$ cat config.mk
export PLATFORM = sky130hd
export DESIGN_NAME = can_tx_frame_seq
export DESIGN_NICKNAME = d
export VERILOG_FILES = /design/src/rtl/can_tx_frame_seq.sv
export SDC_FILE = /design/constraint.sdc
export NUM_CORES = 1
export LEC_CHECK = 0
export BUFFER_PORTS_ARGS = -buffer_cell sky130_fd_sc_hd__buf_2
export CAP_MARGIN = 20
export CORE_MARGIN = 2
export CORE_UTILIZATION = 40
export DETAILED_ROUTE_END_ITERATION = 16
export PLACE_DENSITY = 0.7
export SYNTH_ARGS = -nofsm -noshare
export SYNTH_HDL_FRONTEND = slang
export SYNTH_SLANG_ARGS = --single-unit
$ cat constraint.sdc
create_clock -name clock -period 9 [get_ports clock]
set_input_delay 0 -clock clock [delete_from_list [all_inputs] [get_ports clock]]
set_output_delay 0 -clock clock [all_outputs]
set_load 0.05 [all_outputs]
$ cat src/rtl/can_tx_frame_seq.sv
// can_tx_frame_seq: serialises one pre-built CAN frame per accept, sequencing the
// bit-stuff generator/checker and the unstuffed tail, EOF, intermission and error flags.
`default_nettype none

module can_tx_frame_seq #(
    parameter int FRAME_W       = 98,
    parameter int LEN_W         = 7,
    parameter int EOF_BITS      = 7,
    parameter int IFS_BITS      = 3,
    parameter int ERRFLAG_BITS  = 6,
    parameter int ERRDELIM_BITS = 8
) (
    input  logic               clock,
    input  logic               reset,
    input  logic               frame_valid,
    output logic               frame_ready,
    input  logic [FRAME_W-1:0] frame_data,
    input  logic [LEN_W-1:0]   stuff_len,
    input  logic               stuff_req,
    input  logic               stuff_error,
    input  logic               rx_bit,
    output logic               tx_bit,
    output logic               bitgen_en,
    output logic               bitchk_en,
    output logic               gen_data,
    output logic               busy,
    output logic               done,
    output logic               err,
    output logic               ack_err
);

    localparam int TAIL_BITS = 3 + EOF_BITS;
    localparam int MAX_AB    = (TAIL_BITS > IFS_BITS) ? TAIL_BITS : IFS_BITS;
    localparam int MAX_CD    = (ERRFLAG_BITS > ERRDELIM_BITS) ? ERRFLAG_BITS : ERRDELIM_BITS;
    localparam int MAX_ALL   = (MAX_AB > MAX_CD) ? MAX_AB : MAX_CD;
    localparam int CNT_W     = $clog2(MAX_ALL + 1);

    localparam logic [CNT_W-1:0] TAIL_LAST     = CNT_W'(TAIL_BITS - 1);
    localparam logic [CNT_W-1:0] IFS_LAST      = CNT_W'(IFS_BITS - 1);
    localparam logic [CNT_W-1:0] ERRFLAG_LAST  = CNT_W'(ERRFLAG_BITS - 1);
    localparam logic [CNT_W-1:0] ERRDELIM_LAST = CNT_W'(ERRDELIM_BITS - 1);
    localparam logic [CNT_W-1:0] ACK_SLOT      = CNT_W'(1);
    localparam logic [LEN_W-1:0] LEN_ONE       = LEN_W'(1);

    typedef enum logic [2:0] {
        S_IDLE     = 3'd0,
        S_STUFFED  = 3'd1,
        S_STUFF    = 3'd2,
        S_TAIL     = 3'd3,
        S_IFS      = 3'd4,
        S_ERRFLAG  = 3'd5,
        S_ERRDELIM = 3'd6
    } state_t;

    state_t             state, state_n;
    logic [FRAME_W-1:0] shreg, shreg_n;
    logic [LEN_W-1:0]   rem, rem_n;
    logic [CNT_W-1:0]   cnt, cnt_n;
    logic               prev_tx;
    logic               done_n, err_n, ack_err_n;

    always_ff @(posedge clock or posedge reset) begin
        if (reset) begin
            state   <= S_IDLE;
            shreg   <= '0;
            rem     <= '0;
            cnt     <= '0;
            prev_tx <= 1'b1;
            done    <= 1'b0;
            err     <= 1'b0;
            ack_err <= 1'b0;
        end else begin
            state   <= state_n;
            shreg   <= shreg_n;
            rem     <= rem_n;
            cnt     <= cnt_n;
            prev_tx <= tx_bit;
            done    <= done_n;
            err     <= err_n;
            ack_err <= ack_err_n;
        end
    end

    always_comb begin
        state_n     = state;
        shreg_n     = shreg;
        rem_n       = rem;
        cnt_n       = cnt;
        done_n      = 1'b0;
        err_n       = 1'b0;
        ack_err_n   = ack_err;
        tx_bit      = 1'b1;
        frame_ready = 1'b0;
        bitgen_en   = 1'b0;
        busy        = 1'b1;

        case (state)
            S_IDLE: begin
                busy        = 1'b0;
                frame_ready = 1'b1;
                if (frame_valid) begin
                    shreg_n   = frame_data;
                    rem_n     = (stuff_len == '0) ? LEN_ONE : stuff_len;
                    ack_err_n = 1'b0;
                    state_n   = S_STUFFED;
                end
            end
            S_STUFFED, S_STUFF: begin
                // rem counts stuffable bits still to go, including the one on the line
                tx_bit    = (state == S_STUFFED) ? shreg[FRAME_W-1] : ~prev_tx;
                bitgen_en = 1'b1;
                if (stuff_error) begin
                    state_n = S_ERRFLAG;
                    cnt_n   = '0;
                    err_n   = 1'b1;
                end else if (stuff_req) begin
                    state_n = S_STUFF;
                end else if (rem == LEN_ONE) begin
                    state_n = S_TAIL;
                    cnt_n   = '0;
                end else begin
                    shreg_n = {shreg[FRAME_W-2:0], 1'b0};
                    rem_n   = rem - LEN_ONE;
                    state_n = S_STUFFED;
                end
            end
            S_TAIL: begin
                cnt_n = cnt + 1'b1;
                // No dominant ACK seen: the error flag starts right after the ACK slot
                if (cnt == ACK_SLOT && rx_bit) begin
                    ack_err_n = 1'b1;
                    err_n     = 1'b1;
                    state_n   = S_ERRFLAG;
                    cnt_n     = '0;
                end else if (cnt == TAIL_LAST) begin
                    done_n  = 1'b1;
                    state_n = S_IFS;
                    cnt_n   = '0;
                end
            end
            S_IFS: begin
                cnt_n = cnt + 1'b1;
                if (cnt == IFS_LAST) begin
                    state_n = S_IDLE;
                    cnt_n   = '0;
                end
            end
            S_ERRFLAG: begin
                tx_bit = 1'b0;
                cnt_n  = cnt + 1'b1;
                if (cnt == ERRFLAG_LAST) begin
                    state_n = S_ERRDELIM;
                    cnt_n   = '0;
                end
            end
            S_ERRDELIM: begin
                cnt_n = cnt + 1'b1;
                if (cnt == ERRDELIM_LAST) begin
                    state_n = S_IFS;
                    cnt_n   = '0;
                end
            end
            default: begin
                state_n = S_IDLE;
            end
        endcase
    end

    assign bitchk_en = bitgen_en;
    assign gen_data  = tx_bit;

endmodule

`default_nettype wire
==> results.toml, run 1 <==
[synthesis]
yosys-top-cells-count = "mux2_2, dfrtp_1, mux2_4, o21ai_0, nor2_1"
yosys.area.top_type = "dfrtp_1"
ys_seq_elements = 116
synth_edf_count = 0
synth.distinct_cells = 55
synth_nets = 594
syn-cell-area_um2 = 6430
synthCells = 478
synth_ff_type = "dfrtp_1"
ys_seq_area_share_pct = 45.1
post-synth-top-count-cell = "mux2_2"
synthTopCellsByArea = "dfrtp_1, mux2_2, mux2_4, buf_6, buf_4"
synthArstFlopShare_pct = 100
syn_avg_cell_area_um2 = 13.5
synth_top_cell_area_share_pct = 44.7
yosysWarningCount = 0

[setup_path]
crit_path_end_kind = "register"
cp.required_ps = 9290
cp_max_fo = 85
arrival_ps = 4280
path_class = "reg2reg"
crit_path_start_kind = "register"

[clocking]
cts_tree = "yes"
cts-root-buf = "clkbuf_16"
clk_pin_slew_ps = 50
cts_setup_buffers = 0
h-tree-depth = 4
cts_buffers = 17
cts.sinks = 116
clockBufferDepth = 2
clk_latency_ps = 410

[cells_and_area]
utilization_pct = 55.4
seqCellArea_um2 = 2900
layout-drive-gt1-share_pct = 50.5
fillCellCount = 1241
multi_input_area_um2 = 3260
layout.nets = 811
area_growth_pct = 36.4
fin_cells = 924

[floorplanning]
die_w_um = 131
ios = 120
start_util_pct = 40.6
core-area_um2 = 15800
die_y_um = 131
die_area_um2 = 17100
num_rows = 46

[pwr]
power.density_nw_per_um2 = 367
ir_drop_mv = 0.256
p_leak_nw = 3.97

[grt]
grt_pass1_wl_um = 23600
grt_max_degree = 86
grt.overflow.total = 0
grt.total_usage_pct = 17.8
antenna_found_initial = 1
grt_pass1_vias = 4895

[timing]
finClkSkew_ps = 7.67
hold_viol = 0
setup_violations = 0
relSlewSlack_pct = 27.7
rsz0062_at_grt = "false"
worst_pin_slew_ps = 1080
final.period_utilization_pct = 44.3
drv_slew = 0
fin_tns_setup_ps = 0
max_freq_mhz = 251
min_period_ps = 3990

[detailed_routing]
drc = 0
avgRoutedWirePerCell_um = 15.5
ant_nets = 0
dr.first_iter.drc_count = 274
drt-pass1-iter-count = 4
vias_per_cell = 4.92
wirelength_um = 14400
via_count = 4543

[outcome]
outcome = "finished clean"

[placed_design]
portBuffers = 119
gp_routability_congestion = 0.856
dpl.hpwl_um = 8890
dp_cells = 784

[hold_path]
hold_path.class = "in2reg"

[flow_run]
cap_viol_max_count = 0
## layer usage
| metal | routed length (um) | GRT usage, % | vias up |
|---|---|---|---|
| met4 | 337 | 7.63 | 0 |
| met1 | 6270 | 20.8 | 2193 |
| met5 | 0 | 0 | - |
| met3 | 608 | 4.64 | 27 |
| li1 | - | - | 2196 |
| met2 | 7140 | 30.9 | 127 |
## worst max-delay path, cell delays in order (launching register included)
cell	delay, ps
dfrtp_1	590
xnor2_4	390
or2_4	740
inv_4	160
a21oi_4	550
buf_4	910
mux2_2	430
## flip-flops by register name, indices dropped and copies added (netlist names)
signal	count
state	3
rem	7
ack_err	1
shreg	98
prev_tx	1
err	1
done	1
cnt	4
## layout make-up
cell class                 count  share of cell area [%]
antenna                        1                  0.0285
clock buffer                  28                    6.12
timing repair buffer         230                    19.6
tap                          216                    3.08
multi-input combinational    319                    37.1
clock inverter                 3                   0.456
sequential                   116                    33.1
inverter                      11                   0.528
## where the power goes
group | switching (mW) | leakage [nW] | total [mW] | internal [mW]
Clock | 0.218 | 0.287 | 0.646 | 0.428
Sequential | 0.182 | 1.38 | 0.980 | 0.798
Combinational | 0.673 | 2.30 | 1.60 | 0.923
Total | 1.07 | 3.97 | 3.22 | 2.15
## per-stage QoR
step | setup slack [ps] | total power, mW | hold slack [ps] | cell area [um2]
floorplan | 5930 | 2.35 | 139 | 6430
global placement | 5140 | 2.47 | 29.1 | 7090
detailed placement | 4960 | 2.55 | 35.1 | 7090
CTS | 4980 | 3.25 | 14.9 | 8740
global route | 4690 | 3.43 | 47.3 | 8770
finish | 5010 | 3.22 | 39.0 | 8770
## path summary, 6_finish.rpt
path                        startpoint  cells after the start   endpoint  slack, ps
max reg2reg                   state[1]                      6  shreg[95]       5010
min                        stuff_error                      3        err         40
min reg2reg                  shreg[16]                      1  shreg[16]        500
min in group asynchronous        reset                      3  shreg[20]        180
max                           state[1]                      6  shreg[95]       5010
max in group asynchronous        reset                      5  shreg[46]       7820
## cell families (layout without fill, tap and decap cells)
logic type / count (synthesis) / count (layout) / share of synthesized area [%]
simple gates: 65 / 65 / 5.72
xor+xnor: 2 / 2 / 0.564
fa+ha+maj: 5 / 5 / 0.973
mux: 199 / 199 / 37.7
flops: 116 / 116 / 45.1
buf+inv: 43 / 272 / 4.40
other cells: 0 / 1 / 0
compound gates: 48 / 48 / 5.52
## what timing repair did
action	4_1_cts	5_1_grt
endpoints found under the hold margin	140	0
hold buffers	107	0
resized for setup	0	0
## layout by cell type, fill, tap and decap left out, types with 2 or more instances in the layout
master	count
nor3b_1	4
a2111oi_0	2
or2_2	2
clkbuf_8	7
mux2_2	143
a31o_2	2
dlygate4sd3_1	107
and3_1	2
o2bb2ai_1	3
o32ai_1	2
mux2i_1	4
mux2_1	2
nand3b_1	2
a21oi_1	3
inv_1	9
nor2b_1	5
a32oi_1	2
or3_1	2
buf_4	3
ha_1	5
nand3_1	4
a211oi_1	3
a31oi_1	3
clkbuf_1	4
buf_2	119
a22oi_1	3
nand2_1	8
mux2_4	50
o21ai_0	12
or3b_2	2
a2bb2oi_1	4
nor2_1	11
clkinv_2	2
nand2b_1	5
a21o_1	2
dfrtp_1	115
clkbuf_16	17
inv_4	2
nor3_1	10
No activity file was read; power rests on OpenSTA's default activity.
==> run 2, diff against run 1 <==
clock period = 4.1 ns   (was 9 ns; I/O delays follow)
==> run 2 against run 1 <==
  * Setup slack got worse by 3600 ps
  * Register-to-register slack got worse by 3600 ps
  * Routed wire length increased by 2.1%
  * Largest cell class unchanged
==> results.toml, run 2 (synthesis gave the netlist of run 1 again) <==
[pwr]
power.density_nw_per_um2 = 807
p_leak_nw = 3.99
ir_drop_mv = 0.749

[setup_path]
arrival_ps = 2960
crit_path_end_kind = "register"
crit_path_cell_trace = "xnor2_4 > or2_4 > inv_4 > a21oi_4 > buf_12 > mux2_2"
cp.required_ps = 4390
path_class = "reg2reg"
slowest_stage = "dfrtp_1"
critPathMaxStageDelay_ps = 600
cp_max_fo = 80
crit_path_start_kind = "register"

[cells_and_area]
top_register = "shreg"
final_area_um2 = 8800
largest_reg_flops = 98
utilization_pct = 55.6
fin_cells = 929
layout.nets = 815
reg_top3 = "shreg (98), rem (7), cnt (4)"
area_growth_pct = 36.8
layout_common_cells = "mux2_2, buf_2, dfrtp_1"
layout-drive-gt1-share_pct = 50.7
final_common_cell = "mux2_2"

[floorplanning]
start_util_pct = 40.6
die_w_um = 131
num_rows = 46
core-area_um2 = 15800
die_area_um2 = 17100
ios = 120
die_y_um = 131

[clocking]
clockBufferDepth = 2
cts_setup_buffers = 0
cts-root-buf = "clkbuf_16"
clk_pin_slew_ps = 50
h-tree-depth = 4
cts.sinks = 116
clk_latency_ps = 410
cts_buffers = 17
cts_tree = "yes"

[detailed_routing]
drc = 0
vias_per_cell = 4.98
ant_nets = 0
avgRoutedWirePerCell_um = 15.8
dr.first_iter.drc_count = 172
drt-pass1-iter-count = 4
wirelength_um = 14700
via_count = 4631

[placed_design]
pre_cts_ws_ps = 1450
dpl.hpwl_um = 8940
dp_cells = 788
placed_cell_area_um2 = 7150
portBuffers = 119
gp_routability_congestion = 0.800

[timing]
timing.final.ws_setup_ps = 1430
drv_slew = 0
max_freq_mhz = 374
hold_viol = 0
finClkSkew_ps = 12.6
relSlewSlack_pct = 55.4
min_period_ps = 2670
setup_violations = 0
fin_tns_setup_ps = 0
rsz0062_at_grt = "false"
final.period_utilization_pct = 65.2
worst_pin_slew_ps = 662

[grt]
grt_pass1_vias = 4954
use_met2_pct = 30.7
grt_pass1_wl_um = 23500
grt_max_degree = 84
top_usage_layer = "met2"
grt_util_met3_pct = 4.44
antenna_found_initial = 1
grt_use_met1_pct = 21.5
grt.overflow.total = 0
grt.total_usage_pct = 17.7

[outcome]
outcome = "finished clean"

[flow_run]
cap_viol_max_count = 0

[hold_path]
hold_path.class = "in2reg"
==> run 2: cell count changes in the layout (fill, tap and decap cells not counted) <==
cell       delta
clkbuf_1      +1
buf_16        -1
bufinv_16     -1
buf_4         +2
clkinv_2      +1
buf_12        +3
==> run 2: per-layer routing <==
metal  part of all wire [%]  routed length, um
met1                     44               6450
met3                    4.3                626
met5                      0                  0
met4                    1.4                209
met2                     50               7370
==> run 2: final cells by class <==
cell class | count | area [um2]
clock buffers | 29 | 541
diodes | 1 | 2.50
clock inverters | 3 | 15.0
multi-input cells | 319 | 3260
flip-flops and latches | 116 | 2900
fillers | 1248 | 7030
well taps | 216 | 270
repair buffers | 234 | 1760
inverters | 11 | 46.3
==> run 2: timing repair <==
item,in CTS,in global routing
hold buffers,107,0
endpoints found under the setup margin,0,0
endpoints found under the hold margin,189,0
resized for setup,0,0
==> run 2: worst max-delay path, delay by kind of cell, from the launching register on <==
kind	cells	cell delay [ps]
DFF	1	600
buffers and inverters	2	480
and+or+nand+nor	1	410
muxes	1	400
xor gates and xnor gates	1	380
AOI/OAI and AO/OA	1	180
==> run 2: worst paths after layout <==
path,slack [ps],end,start,depth (start not counted)
min reg2reg,500,shreg[54],shreg[54],1
min in group asynchronous,210,shreg[22],reset,3
max in group asynchronous,2740,shreg[14],reset,5
min,20,err,stuff_error,3
max,1430,shreg[96],state[0],6
max reg2reg,1430,shreg[96],state[0],6
==> run 2: report_power, final <==
| part | internal, mW | switching (mW) |
|---|---|---|
| clock | 0.883 | 0.505 |
| combinational | 2.07 | 1.52 |
| sequential | 1.75 | 0.379 |
| total | 4.70 | 2.40 |
==> run 2: per-stage QoR <==
step	total power [mW]	hold slack (ps)
after detailed placement	5.64	228
after global placement	5.48	228
after floorplan	5.17	139
after global routing	7.55	64.1
after CTS	7.15	3.86
final	7.10	20.8
==> run 3, diff against run 2 <==
clock period = 2.75 ns   (was 4.1 ns; I/O delays follow)
==> run 3 against run 2 <==
  * Count of clock-buffer cells in the layout down 4
  * Critical path depth is the same
  * Global-route usage rose by 1.0 points
  * Setup slack lost 1000 ps
  * Combinational power rose by 55%
  * Hold slack worse by 4.6 ps
  * Sequential share of layout area shrank 0.19 points
  * Critical path type unchanged
==> results.toml, run 3 (synthesis gave the netlist of run 1 again) <==
[timing]
min_period_ps = 2360
worst_pin_slew_ps = 694
finClkSkew_ps = 10.2
max_freq_mhz = 423
drv_slew = 0
final.period_utilization_pct = 86.0
hold_viol = 0
rsz0062_at_grt = "false"
timing.final.ws_setup_ps = 386
setup_violations = 0
relSlewSlack_pct = 53.7
fin_tns_setup_ps = 0

[floorplanning]
core-area_um2 = 15800
die_area_um2 = 17100
num_rows = 46
start_util_pct = 40.6
die_w_um = 131
ios = 120
die_y_um = 131

[setup_path]
slowest_stage = "dfrtp_1"
path_class = "reg2reg"
crit_path_start_kind = "register"
crit_path_cell_trace = "buf_4 > o21ai_0 > o311ai_2 > a21oi_4 > buf_12 > mux2_2"
critPathMaxStageDelay_ps = 440
crit_path_end_kind = "register"
cp.required_ps = 3040
arrival_ps = 2650
cp_max_fo = 33

[pwr]
finalPower_mw = 10.8
clkPwrFrac_pct = 19.0
pwr-share-comb_pct = 51.6
p_int_mw = 7.13
p_sw_share_pct = 33.8
power.density_nw_per_um2 = 1220
switching_power_mw = 3.65
p_leak_nw = 4.01
ir_drop_mv = 0.857
seq_power_share_pct = 29.4

[cells_and_area]
multi_input_area_um2 = 3260
final_common_cell = "mux2_2"
largest_reg_flops = 98
utilization_pct = 55.9
layout-drive-gt1-share_pct = 51.3
seqCellArea_um2 = 2900
area_growth_pct = 37.6
layout.nets = 820
final_area_um2 = 8850
reg_top3 = "shreg (98), rem (7), cnt (4)"
top_register = "shreg"
fillCellCount = 1275
layout_common_cells = "mux2_2, buf_2, dfrtp_1"

[detailed_routing]
dr.first_iter.drc_count = 236
drc = 0
wirelength_um = 15300
drt-pass1-iter-count = 4
avgRoutedWirePerCell_um = 16.4
ant_nets = 0
vias_per_cell = 4.99
via_count = 4652

[flow_run]
cap_viol_max_count = 0

[placed_design]
gp_routability_congestion = 0.914
dpl.hpwl_um = 9550
placed_cell_area_um2 = 7250
pre_cts_ws_ps = 411
portBuffers = 119

[grt]
grt.overflow.total = 0
grt_pass1_wl_um = 24800
antenna_found_initial = 2
grt_max_degree = 68
grt_pass1_vias = 5041
grt.total_usage_pct = 18.7

[clocking]
cts_resized = 0
cts_setup_buffers = 0
holdBufCountCts = 105
cts.sinks = 116
clk_pin_slew_ps = 60
cts_buffers = 17
clockBufferDepth = 2
cts-root-buf = "clkbuf_16"
cts_tree = "yes"
h-tree-depth = 4
clk_latency_ps = 410

[outcome]
outcome = "finished clean"

[hold_path]
hold_path.class = "in2reg"
run 3: layout make-up:
| cell class | count | share of cell area (%) |
|---|---|---|
| timing repair buffer | 239 | 20.6 |
| inverter | 11 | 0.537 |
| sequential | 116 | 32.8 |
| clock buffer | 25 | 5.60 |
| clock inverter | 5 | 0.566 |
| tap | 216 | 3.05 |
| multi-input combinational | 319 | 36.8 |
| antenna | 2 | 0.0566 |
run 3: layer usage:
layer	routed length, um	up-vias	track usage [%]
met5	0	-	0
met4	308	0	8.45
met3	652	24	4.60
met2	7790	133	32.1
met1	6520	2294	22.3
li1	-	2201	-
run 3: power groups by stage:
stage / logic [mW] / registers (mW) / clock network, mW
global route: 6.01 / 3.28 / 2.18
finish: 5.56 / 3.17 / 2.05
floorplan: 4.72 / 2.99 / 0
global placement: 5.24 / 3.10 / 0
detailed placement: 5.43 / 3.17 / 0
CTS: 5.57 / 3.15 / 2.10
run 3: worst max-delay path: cells and delay by family (launching register included):
| family | cells | cell delay (ps) |
|---|---|---|
| buffers and inverters | 2 | 470 |
| AOI/OAI and AO/OA | 3 | 930 |
| DFF | 1 | 440 |
| muxes | 1 | 360 |
run 3: path summary, 6_finish.rpt:
path	startpoint	end	slack, ps	cells after the start
hold / removal	frame_data[29]	shreg[29]	20	3
min in group asynchronous	reset	shreg[84]	120	3
setup / recovery	state[0]	shreg[26]	390	6
max in group asynchronous	reset	shreg[23]	1860	4
hold reg to reg	shreg[54]	shreg[54]	500	1
setup reg to reg	state[0]	shreg[26]	390	6
run 3: metrics by stage:
| step | hold slack (ps) | instances |
|---|---|---|
| after CTS | 0.354 | 931 |
| after floorplan | 139 | 478 |
| after global routing | 9.40 | 933 |
| after detailed placement | -8.95 | 796 |
| final | 16.3 | 933 |
| after global placement | -17.1 | 796 |
